--- src/rtl/uart_tx.sv ---
// UART transmitter: one-entry holding register feeding an LSB-first serializer.
// Bit timing is derived from the shared oversampling tick b_tick; all outputs are registered.
module uart_tx #(
  parameter int OVERSAMPLE = 16,
  parameter int DATA_BITS  = 8,
  parameter int PARITY_EN  = 0,
  parameter int PARITY_ODD = 0,
  parameter int STOP_TICKS = 16
) (
  input  logic                 clk,
  input  logic                 rst,
  input  logic                 b_tick,
  input  logic [DATA_BITS-1:0] tx_data,
  input  logic                 tx_valid,
  output logic                 tx_ready,
  output logic                 tx,
  output logic                 tx_busy,
  output logic                 tx_done
);

  localparam int TICK_MAX = (OVERSAMPLE > STOP_TICKS) ? OVERSAMPLE : STOP_TICKS;
  localparam int TW       = (TICK_MAX > 1) ? $clog2(TICK_MAX) : 1;
  localparam int BW       = (DATA_BITS > 1) ? $clog2(DATA_BITS) : 1;

  localparam logic [TW-1:0] OS_LAST   = TW'(OVERSAMPLE - 1);
  localparam logic [TW-1:0] STOP_LAST = TW'(STOP_TICKS - 1);
  localparam logic [BW-1:0] BIT_LAST  = BW'(DATA_BITS - 1);
  localparam logic          ODD_BIT   = (PARITY_ODD != 0);

  localparam logic [2:0] S_IDLE   = 3'd0;
  localparam logic [2:0] S_START  = 3'd1;
  localparam logic [2:0] S_DATA   = 3'd2;
  localparam logic [2:0] S_PARITY = 3'd3;
  localparam logic [2:0] S_STOP   = 3'd4;

  logic [2:0]           state_reg, state_next;
  logic [TW-1:0]        tick_reg, tick_next;
  logic [BW-1:0]        bit_reg, bit_next;
  logic [DATA_BITS-1:0] shift_reg, shift_next;
  logic                 par_reg, par_next;
  logic [DATA_BITS-1:0] hold_data_reg, hold_data_next;
  logic                 hold_full_reg, hold_full_next;
  logic                 tx_reg, tx_next;
  logic                 busy_reg, busy_next;
  logic                 done_reg, done_next;

  always_comb begin
    state_next     = state_reg;
    tick_next      = tick_reg;
    bit_next       = bit_reg;
    shift_next     = shift_reg;
    par_next       = par_reg;
    hold_data_next = hold_data_reg;
    hold_full_next = hold_full_reg;
    done_next      = 1'b0;

    // Writes while full are dropped; the producer must honour tx_ready.
    if (tx_valid && !hold_full_reg) begin
      hold_full_next = 1'b1;
      hold_data_next = tx_data;
    end

    case (state_reg)
      S_IDLE: begin
        if (hold_full_reg) begin
          shift_next     = hold_data_reg;
          hold_full_next = 1'b0;
          tick_next      = '0;
          bit_next       = '0;
          par_next       = 1'b0;
          state_next     = S_START;
        end
      end
      S_START: begin
        if (b_tick) begin
          if (tick_reg == OS_LAST) begin
            tick_next  = '0;
            state_next = S_DATA;
          end else begin
            tick_next = tick_reg + 1'b1;
          end
        end
      end
      S_DATA: begin
        if (b_tick) begin
          if (tick_reg == OS_LAST) begin
            tick_next  = '0;
            shift_next = shift_reg >> 1;
            par_next   = par_reg ^ shift_reg[0];
            if (bit_reg == BIT_LAST) begin
              state_next = (PARITY_EN != 0) ? S_PARITY : S_STOP;
            end else begin
              bit_next = bit_reg + 1'b1;
            end
          end else begin
            tick_next = tick_reg + 1'b1;
          end
        end
      end
      S_PARITY: begin
        if (b_tick) begin
          if (tick_reg == OS_LAST) begin
            tick_next  = '0;
            state_next = S_STOP;
          end else begin
            tick_next = tick_reg + 1'b1;
          end
        end
      end
      S_STOP: begin
        if (b_tick) begin
          if (tick_reg == STOP_LAST) begin
            tick_next  = '0;
            done_next  = 1'b1;
            state_next = S_IDLE;
          end else begin
            tick_next = tick_reg + 1'b1;
          end
        end
      end
      default: state_next = S_IDLE;
    endcase

    // Line level follows the state being entered, so tx changes on the transition edge.
    case (state_next)
      S_START:  tx_next = 1'b0;
      S_DATA:   tx_next = shift_next[0];
      S_PARITY: tx_next = par_next ^ ODD_BIT;
      default:  tx_next = 1'b1;
    endcase
    busy_next = (state_next != S_IDLE);
  end

  always_ff @(posedge clk or negedge rst) begin
    if (!rst) begin
      state_reg     <= S_IDLE;
      tick_reg      <= '0;
      bit_reg       <= '0;
      shift_reg     <= '0;
      par_reg       <= 1'b0;
      hold_data_reg <= '0;
      hold_full_reg <= 1'b0;
      tx_reg        <= 1'b1;
      busy_reg      <= 1'b0;
      done_reg      <= 1'b0;
    end else begin
      state_reg     <= state_next;
      tick_reg      <= tick_next;
      bit_reg       <= bit_next;
      shift_reg     <= shift_next;
      par_reg       <= par_next;
      hold_data_reg <= hold_data_next;
      hold_full_reg <= hold_full_next;
      tx_reg        <= tx_next;
      busy_reg      <= busy_next;
      done_reg      <= done_next;
    end
  end

  assign tx_ready = !hold_full_reg;
  assign tx       = tx_reg;
  assign tx_busy  = busy_reg;
  assign tx_done  = done_reg;

endmodule

--- config.mk ---
export PLATFORM = sky130hd
export DESIGN_NAME = uart_tx
export DESIGN_NICKNAME = d
export VERILOG_FILES = /design/src/rtl/uart_tx.sv
export SDC_FILE = /design/constraint.sdc
export NUM_CORES = 1
export LEC_CHECK = 0
export ABC_AREA = 1
export CAP_MARGIN = 5
export CORE_MARGIN = 4
export CORE_UTILIZATION = 60
export CTS_CLUSTER_DIAMETER = 60
export DETAILED_ROUTE_END_ITERATION = 8
export PLACE_DENSITY = 0.84
export RECOVER_POWER = 100
export SKIP_LAST_GASP = 1
export SLEW_MARGIN = 20
export SYNTH_ARGS = -nofsm -noshare
export SYNTH_HDL_FRONTEND = slang
export SYNTH_SLANG_ARGS = --single-unit
--- constraint.sdc ---
create_clock -name clk -period 2.3 [get_ports clk]
set_clock_uncertainty 0.05 [all_clocks]
set_input_delay 0.46 -clock clk [delete_from_list [all_inputs] [get_ports clk]]
set_output_delay 0.46 -clock clk [all_outputs]
set_load 0.02 [all_outputs]
==> results.sh <==
export IMPL_outcome="finished clean"
export IMPL_start_util_pct=63.2
export IMPL_grt_max_degree=32
export IMPL_crit_path_start="hold_full_reg"
export IMPL_syn_area_sq_mm=0.00157
export IMPL_worstPathCellList="inv_1 > dlygate4sd3_1"
export IMPL_hp_class="flop to flop"
export IMPL_dieArea_sq_mm=0.00349
export IMPL_ys_warn_count=0
export IMPL_ys_ff_latch=31
export IMPL_cts_buffer_depth=2
export IMPL_path_max_fanout=5
export IMPL_worst_setup_path_start_kind="flop"
export IMPL_drtAntennaViolNets=0
export IMPL_reg2reg_depth=7
export IMPL_first_pass_iters=4
export IMPL_rsz0062_at_grt="no"
export IMPL_cts_root_buffer="clkbuf_4"
export IMPL_gp_congestion=0.880
export IMPL_overflow=0
export IMPL_rr_endpoint="tick_reg[2]"
export IMPL_p_per_area_mw_per_mm2=1130
export IMPL_yosysSeqAreaShare_pct=49.6
export IMPL_worst_ep_arrival_time_ns=1.60
export IMPL_ios=16
export IMPL_p_leak_nw=0.878
export IMPL_max_freq_mhz=475
export IMPL_r2r_slack_ns=0.23
export IMPL_drv_cap=0
export IMPL_min_period_ns=2.11
export IMPL_total_power_mw=1.95
export IMPL_hold_violations=0
export IMPL_syn_nets=180
export IMPL_slowest_delay_ns=0.70
export IMPL_worstMarginPinSlew_ns=0.750
export IMPL_worstPathRequired_ns=1.79
export IMPL_syn_area_per_cell_sq_um=9.49
export IMPL_coreArea_sq_mm=0.00248
export IMPL_dieHeight_um=59.1
export IMPL_vias=1238
export IMPL_register_area_sq_um=777
export IMPL_cts_resized=0
export IMPL_synthToLayoutAreaGrowth_pct=10.5
export IMPL_rows=18
export IMPL_cp_top_family="buffers and inverters"
export IMPL_drt_total_wl_um=3000
export IMPL_num_nets_final=202
export IMPL_wl_per_cell_um=13.8
export IMPL_slowest_stage="dlygate4sd3_1"
export IMPL_cts_sinks=31
export IMPL_drt_iter0_drc=42
export IMPL_grtUsageTotal_pct=20.3
export IMPL_crit_type="flop to output pin"
export IMPL_grt_pass1_wl_um=5220
export IMPL_postCtsHoldBufs=0
export IMPL_route_detailed_drc=0
export IMPL_grt_pass1_vias=1272
export IMPL_nFillCells=213
export IMPL_cp_end_kind="output pin"
export IMPL_antenna_found_initial=0
export IMPL_cts_htree_levels=2
export IMPL_hpwl_um=2240
export IMPL_reg2reg_from="state_reg[0]"
export IMPL_finalMaxSlewViolations=0
export IMPL_post_synth_num_cell_types=25
export IMPL_post_drt_via_cell_ratio=5.68
export IMPL_cts_clk_slew_worst_paths_ns=0.09
export IMPL_multi_input_area_sq_um=627
export IMPL_synth_top_cell_by_area="dfrtp_1"
export IMPL_fin_crit_sh_pct=91.6
export IMPL_vdd_drop_max_v=0.000717
export IMPL_cts_buffers=5
export IMPL_num_antenna_cells=0
export IMPL_crit_end="tx_ready"
export IMPL_slew_limit_headroom_pct=50.0
export IMPL_synth_cells=165
export IMPL_io_buffers=15
export IMPL_drive_gt1_share_pct=14.4
export IMPL_cts_setup_buffers=0
export IMPL_cp_buffers_inverters=2
export IMPL_tritoncts="done"
export IMPL_clk_latency_ns=0.33
export IMPL_dieWidth_um=59.1
export IMPL_cp_num_cells=2
export IMPL_setup_viol=0
export IMPL_yosys_top_cells_area="dfrtp_1 (48%), nand2_1 (9.6%), mux2_2 (5.0%), nand3_1 (4.8%), inv_1 (3.6%)"
export IMPL_netlist_area_leader_share_pct=48.0
export IMPL_setup_tns_final_ns=0
==> report_power, final <==
| part | internal [mW] | switching, mW | leakage, nW |
|---|---|---|---|
| registers | 0.756 | 0.143 | 0.385 |
| logic | 0.298 | 0.466 | 0.464 |
| clock network | 0.119 | 0.171 | 0.0293 |
==> layout make-up <==
cell class | instances | share of cell area (%)
flip-flops and latches | 31 | 44.9
inverters | 20 | 4.34
well taps | 30 | 2.17
repair buffers | 17 | 9.41
multi-input cells | 112 | 36.3
clock inverters | 1 | 0.289
clock buffers | 7 | 2.60
==> worst reg2reg max path, delay by kind of cell (launching register included) <==
| family | cells | cell delay [ns] |
|---|---|---|
| AOI/OAI and AO/OA | 2 | 0.24 |
| buffers and inverters | 1 | 0.19 |
| DFF | 1 | 0.49 |
| and+or+nand+nor | 4 | 1.01 |
==> how the worst min path moves through the flow <==
stage,start,endpoint,slack (ns),depth (start not counted)
4_1_cts,shift_reg[1],shift_reg[1],0.44,2
5_1_grt,shift_reg[4],shift_reg[4],0.47,2
3_5_place_dp,shift_reg[1],shift_reg[1],0.42,2
3_3_place_gp,hold_data_reg[5],shift_reg[5],0.41,2
2_1_floorplan,rst,bit_reg[0],0.11,0
6_report,shift_reg[1],shift_reg[1],0.44,2
==> cells by family (layout without fill, tap and decap cells) <==
family,count (synthesis),after routing,synth area share [%]
AO/OA/AOI/OAI,23,23,9.75
buffers and inverters,22,45,6.23
adder cells (fa/ha/maj),3,3,2.40
flip-flops,31,31,49.6
multiplexers,7,7,5.04
AND/OR/NAND/NOR,79,79,26.9
==> placed cells by master, fill, tap and decap left out, types with 2 or more instances in the layout <==
master           netlist  layout
nand2_1               40      41
a21oi_1                5       5
nand2_4                3       2
clkbuf_1               0       2
inv_1                 15      16
nand3_1               15      17
dfrtp_1               30      30
clkbuf_4               0       5
inv_2                  5       4
ha_1                   3       3
nor2_1                 8      13
a32oi_1                6       6
dlygate4sd3_1          0       6
nand4_1                2       3
nand2_2                2       2
mux2_2                 7       7
clkdlybuf4s50_1        0       9
o21ai_0                9       9
==> synthesized netlist by cell type, drive strengths merged <==
cell type	count
a32oi	6
nand2	45
dfrtp	30
o21ai	11
inv	20
mux2	7
nor2	13
nand3	17
ha	3
nor3	1
nand4	3
buf	2
dfstp	1
a21oi	6
==> metal layers <==
| metal | up-vias | GRT usage, % | share of wire (%) |
|---|---|---|---|
| met4 | 0 | 15.2 | 3.5 |
| met2 | 42 | 35.2 | 50 |
| li1 | 591 | - | - |
| met1 | 589 | 21.0 | 40 |
| met5 | - | 0 | 0 |
| met3 | 16 | 5.01 | 5.9 |
==> stage by stage <==
step	setup slack (ns)	hold WS [ns]	cells	area (sq um)	utilization (%)
5_1_grt	0.0828	0.472	218	1730	69.8
2_1_floorplan	0.889	0.114	165	1570	-
6_report	0.194	0.436	218	1730	69.8
3_3_place_gp	0.367	0.409	210	1750	70.5
4_1_cts	0.181	0.440	218	1800	72.5
3_5_place_dp	0.296	0.416	210	1750	70.5
(Power assumes the default switching activity.)
